File: src/rtl/mem_port_arbiter.sv
// Arbiter/sequencer for the single shared memory port: data accesses win over
// instruction fetch, with a starvation guard for fetch and a no-ack watchdog.
module mem_port_arbiter #(
  parameter int ADDR_W   = 12,
  parameter int DATA_W   = 19,
  parameter int MAX_WAIT = 4,
  parameter int TIMEOUT  = 16
) (
  input  logic              clock,
  input  logic              rst,
  input  logic              if_req,
  input  logic [ADDR_W-1:0] if_addr,
  output logic              if_done,
  output logic [DATA_W-1:0] if_rdata,
  input  logic              d_req,
  input  logic              d_we,
  input  logic [ADDR_W-1:0] d_addr,
  input  logic [DATA_W-1:0] d_wdata,
  output logic              d_done,
  output logic [DATA_W-1:0] d_rdata,
  output logic              err,
  output logic              stall,
  output logic              mem_en,
  output logic              mem_we,
  output logic [ADDR_W-1:0] mem_addr,
  output logic [DATA_W-1:0] mem_wdata,
  input  logic [DATA_W-1:0] mem_rdata,
  input  logic              mem_ack
);

  localparam int CNT_W = $clog2(MAX_WAIT + 1);
  localparam int TMR_W = $clog2(TIMEOUT + 1);

  typedef enum logic { IDLE, BUSY } state_t;
  typedef enum logic { FETCH, DATA } owner_t;

  state_t            state, state_nxt;
  owner_t            owner, owner_nxt;
  logic [CNT_W-1:0]  starve_cnt, starve_nxt;
  logic [TMR_W-1:0]  timer, timer_nxt;
  logic              mem_en_nxt, mem_we_nxt;
  logic [ADDR_W-1:0] mem_addr_nxt;
  logic [DATA_W-1:0] mem_wdata_nxt;
  logic              if_done_nxt, d_done_nxt, err_nxt;
  logic [DATA_W-1:0] if_rdata_nxt, d_rdata_nxt;

  logic ereq_d, ereq_f, grant_f, grant_d;

  // A requester is masked in the cycle its own done pulses, so a held request
  // is not re-granted for an access that just completed.
  assign ereq_d  = d_req & ~d_done;
  assign ereq_f  = if_req & ~if_done;
  assign grant_f = ereq_f & (~ereq_d | (starve_cnt == CNT_W'(MAX_WAIT)));
  assign grant_d = ereq_d & ~grant_f;
  assign stall   = ereq_d | ereq_f;

  always_ff @(posedge clock) begin
    if (rst) begin
      state      <= IDLE;
      owner      <= FETCH;
      starve_cnt <= '0;
      timer      <= '0;
      mem_en     <= 1'b0;
      mem_we     <= 1'b0;
      mem_addr   <= '0;
      mem_wdata  <= '0;
      if_done    <= 1'b0;
      d_done     <= 1'b0;
      err        <= 1'b0;
      if_rdata   <= '0;
      d_rdata    <= '0;
    end else begin
      state      <= state_nxt;
      owner      <= owner_nxt;
      starve_cnt <= starve_nxt;
      timer      <= timer_nxt;
      mem_en     <= mem_en_nxt;
      mem_we     <= mem_we_nxt;
      mem_addr   <= mem_addr_nxt;
      mem_wdata  <= mem_wdata_nxt;
      if_done    <= if_done_nxt;
      d_done     <= d_done_nxt;
      err        <= err_nxt;
      if_rdata   <= if_rdata_nxt;
      d_rdata    <= d_rdata_nxt;
    end
  end

  always_comb begin
    state_nxt     = state;
    owner_nxt     = owner;
    starve_nxt    = starve_cnt;
    timer_nxt     = timer;
    mem_en_nxt    = mem_en;
    mem_we_nxt    = mem_we;
    mem_addr_nxt  = mem_addr;
    mem_wdata_nxt = mem_wdata;
    if_done_nxt   = 1'b0;
    d_done_nxt    = 1'b0;
    err_nxt       = 1'b0;
    if_rdata_nxt  = if_rdata;
    d_rdata_nxt   = d_rdata;

    case (state)
      IDLE: begin
        if (grant_f) begin
          owner_nxt    = FETCH;
          state_nxt    = BUSY;
          timer_nxt    = '0;
          starve_nxt   = '0;
          mem_en_nxt   = 1'b1;
          mem_we_nxt   = 1'b0;
          mem_addr_nxt = if_addr;
        end else if (grant_d) begin
          owner_nxt     = DATA;
          state_nxt     = BUSY;
          timer_nxt     = '0;
          mem_en_nxt    = 1'b1;
          mem_we_nxt    = d_we;
          mem_addr_nxt  = d_addr;
          mem_wdata_nxt = d_wdata;
          // Only a contested loss counts towards forcing fetch through.
          if (ereq_f && starve_cnt != CNT_W'(MAX_WAIT))
            starve_nxt = starve_cnt + 1'b1;
        end
      end
      BUSY: begin
        if (mem_ack) begin
          state_nxt  = IDLE;
          mem_en_nxt = 1'b0;
          mem_we_nxt = 1'b0;
          if (owner == FETCH) begin
            if_done_nxt  = 1'b1;
            if_rdata_nxt = mem_rdata;
          end else begin
            d_done_nxt = 1'b1;
            if (!mem_we) d_rdata_nxt = mem_rdata;
          end
        end else if (timer == TMR_W'(TIMEOUT - 1)) begin
          state_nxt  = IDLE;
          mem_en_nxt = 1'b0;
          mem_we_nxt = 1'b0;
          err_nxt    = 1'b1;
          if (owner == FETCH) if_done_nxt = 1'b1;
          else                d_done_nxt  = 1'b1;
        end else begin
          timer_nxt = timer + 1'b1;
        end
      end
      default: state_nxt = IDLE;
    endcase
  end

endmodule

File: config.mk
export PLATFORM = sky130hd
export DESIGN_NAME = mem_port_arbiter
export DESIGN_NICKNAME = d
export VERILOG_FILES = /design/src/rtl/mem_port_arbiter.sv
export SDC_FILE = /design/constraint.sdc
export NUM_CORES = 1
export LEC_CHECK = 0
export BUFFER_PORTS_ARGS = -buffer_cell sky130_fd_sc_hd__buf_2
export CAP_MARGIN = 10
export CORE_ASPECT_RATIO = 1.2
export CORE_MARGIN = 1
export CORE_UTILIZATION = 50
export CTS_CLUSTER_DIAMETER = 60
export CTS_CLUSTER_SIZE = 16
export DETAILED_ROUTE_END_ITERATION = 8
export PLACE_DENSITY = 0.84
export SLEW_MARGIN = 20
export SYNTH_ARGS = -nofsm -noshare
export SYNTH_HDL_FRONTEND = slang
export SYNTH_SLANG_ARGS = --single-unit
File: constraint.sdc
create_clock -name clock -period 3.3 [get_ports clock]
set_input_delay 0.33 -clock clock [delete_from_list [all_inputs] [get_ports clock]]
set_output_delay 0.33 -clock clock [all_outputs]
set_load 0.03 [all_outputs]
==> flow_metrics.env <==
export IMPL_slowest_delay_ns=0.76
export IMPL_fin_ws_ns=1.32
export IMPL_drv_cap=0
export IMPL_pre_cts_slack_ns=1.39
export IMPL_power_density_nw_per_um2=538
export IMPL_ant_nets=0
export IMPL_avgSynthCellArea_um2=8.24
export IMPL_cts_clk_slew_worst_paths_ns=0.09
export IMPL_num_antenna_cells=0
export IMPL_grt_pass1_vias=2847
export IMPL_setup_viol=0
export IMPL_drt_iter0_drc=130
export IMPL_hpwl_mm=5.57
export IMPL_die_h_um=90.3
export IMPL_hold_viol=0
export IMPL_initial_utilization_pct=52.6
export IMPL_final_cell_mix="buf_2 (142), nand2_1 (133), dfxtp_1 (84)"
export IMPL_yosysTopAreaCell="dfxtp_1"
export IMPL_max_freq_mhz=505
export IMPL_root_buffer="clkbuf_8"
export IMPL_antenna_found_initial=0
export IMPL_fillers=519
export IMPL_h_tree_depth=3
export IMPL_io_buffers=142
export IMPL_ys_ff_latch=84
export IMPL_io_pins=143
export IMPL_ctsResizeCount=0
export IMPL_finClkSkew_ns=0.0105
export IMPL_drv_slew=0
export IMPL_fin_setup_tns_ns=0
export IMPL_synth_top_area_share_pct=51.8
export IMPL_cts_made_buffers=9
export IMPL_place_gp_congestion=0.849
export IMPL_fin_crit_ns=1.98
export IMPL_p_leak_uw=0.00188
export IMPL_end_kind="register"
export IMPL_wl_per_cell_um=12.8
export IMPL_overflow=0
export IMPL_fin_crit_sh_pct=60.0
export IMPL_met3_usage_pct=4.35
export IMPL_use_met2_pct=40.5
export IMPL_crit_required_ns=3.56
export IMPL_async_flop_share_pct=0
export IMPL_status="complete, no violations"
export IMPL_drc=0
export IMPL_busiest_layer="met2"
export IMPL_critPathKind="register to register"
export IMPL_dr_pass1_iters=4
export IMPL_cts_tree="yes"
export IMPL_routed_wirelength_mm=7.84
export IMPL_worstPathCellList="inv_1 -> ha_1 -> nand2_1 -> a21oi_1 -> a21oi_1 -> a211oi_1"
export IMPL_synth_cells=394
export IMPL_met1_usage_pct=25.8
export IMPL_cts_num_sinks=84
export IMPL_synthFlopType="dfxtp_1"
export IMPL_drive_gt1_share_pct=33.4
export IMPL_cts_setup_buffers=0
export IMPL_synth_edff_count=0
export IMPL_synth_area_um2=3250
export IMPL_yosysSeqAreaShare_pct=51.8
export IMPL_critPathTopFamily="compound AO/OA/AOI/OAI gates"
export IMPL_vias=3099
export IMPL_via_per_inst=5.06
export IMPL_clock_tree_buffer_depth=2
export IMPL_syn2layout_area_growth_pct=28.1
export IMPL_ir_drop_mv=0.293
export IMPL_grt_pass1_wl_mm=12.3
export IMPL_critPathMaxFanout=12
export IMPL_slew_limit_headroom_pct=37.0
export IMPL_synth_cell_types=36
export IMPL_tightest_slew_ns=0.945
export IMPL_start_kind="register"
export IMPL_syn_nets=466
export IMPL_utilization_pct=67.4
export IMPL_critPathBufInv=1
export IMPL_hold_class="input pin to register"
export IMPL_fp_dieW_um=75.6
export IMPL_die_area_um2=6820
export IMPL_whs_ns=0.219
export IMPL_grt_max_degree=39
export IMPL_synth_area_leaders="dfxtp_1 (52%), nand2_1 (15%), a21oi_1 (10%), a21oi_2 (3.0%), a211oi_1 (2.8%)"
export IMPL_cp_data_arrival_time_ns=2.24
export IMPL_critPathSlowestCell="a21oi_1"
export IMPL_ys_warn_count=0
export IMPL_grtUsageTotal_pct=23.4
export IMPL_nNetsFinal=597
export IMPL_layout_commonest_cell="buf_2"
export IMPL_worstSkewPairLatency_ns=0.35
export IMPL_fp_row_count=31
export IMPL_coreArea_um2=6170
export IMPL_rsz0062_at_grt="false"
export IMPL_ctsHoldBuffers=0
export IMPL_cp_common_cell="a21oi_1"
-- area by class of cell --
type                            count  area (um2)  area share (%)
Inverter                            3        11.3           0.271
Clock buffer                        9         124            2.98
Clock inverter                      7        91.3            2.20
Timing Repair Buffer              144         726            17.5
Multi-Input combinational cell    283        1420            34.2
Tap cell                           82         103            2.47
Sequential cell                    84        1680            40.4
-- worst reg2reg max path: stages, from the launching register on --
cell and delay (ns):
dfxtp_1 0.32, inv_1 0.07, ha_1 0.19, nand2_1 0.09, a21oi_1 0.76, a21oi_1 0.20
a211oi_1 0.27
-- state kept, by name, summed over array words and instances, names as in the netlist --
name and cells:
mem_wdata 19, if_done 1, d_done 1, owner 1, if_rdata 19, timer 5, mem_en 1, d_rdata 19
mem_we 1, err 1, state 1, starve_cnt 3, mem_addr 12
-- stage by stage --
| step | total power (uW) | std cells | cell area [um2] |
|---|---|---|---|
| floorplan | 1360 | 394 | 3250 |
| global placement | 1470 | 596 | 3940 |
| detailed placement | 1480 | 596 | 3940 |
| CTS | 2250 | 612 | 4160 |
| global route | 2340 | 612 | 4160 |
| finish | 2240 | 612 | 4160 |
-- power by group --
| part | switching [uW] | internal (uW) |
|---|---|---|
| logic | 242 | 115 |
| clock network | 358 | 423 |
| registers | 31.9 | 1070 |
-- cell usage after synthesis, types with 2 or more instances --
cell type / count
nor3b_1: 3
a21oi_2: 11
a21o_1: 2
ha_1: 4
clkbuf_1: 10
o21ai_0: 3
a211oi_1: 12
nor3_1: 3
nand2b_1: 2
buf_2: 5
buf_4: 7
nand3_1: 6
a21oi_1: 68
xor2_1: 3
nor2_1: 17
inv_1: 3
nand2_1: 133
dfxtp_1: 84
-- metal layers --
layer	share of wire (%)	up-vias
li1	-	1569
met5	0	-
met4	3.0	0
met1	42	1413
met3	4.3	22
met2	51	95
-- path summary, 6_finish.rpt --
path | endpoint | cells past startpoint | from | slack, ns
worst max-delay path | mem_addr[10] | 6 | starve_cnt[0] | 1.32
worst min-delay path | mem_addr[8] | 3 | d_addr[8] | 0.22
worst max register to register | mem_addr[10] | 6 | starve_cnt[0] | 1.32
worst min register to register | if_rdata[1] | 2 | if_rdata[1] | 0.45
-- cell families (layout without fill, tap and decap cells) --
family                     count (synthesis)  after routing  synth area share, %
xor gates and xnor gates                   3              3                0.810
and+or+nand+nor                          178            178                 23.9
DFF                                       84             84                 51.8
adders and majority gates                  4              4                 1.54
AOI/OAI and AO/OA                         98             98                 17.6
buffers and inverters                     27            163                 4.39
Power figures use the tool's default switching activity.
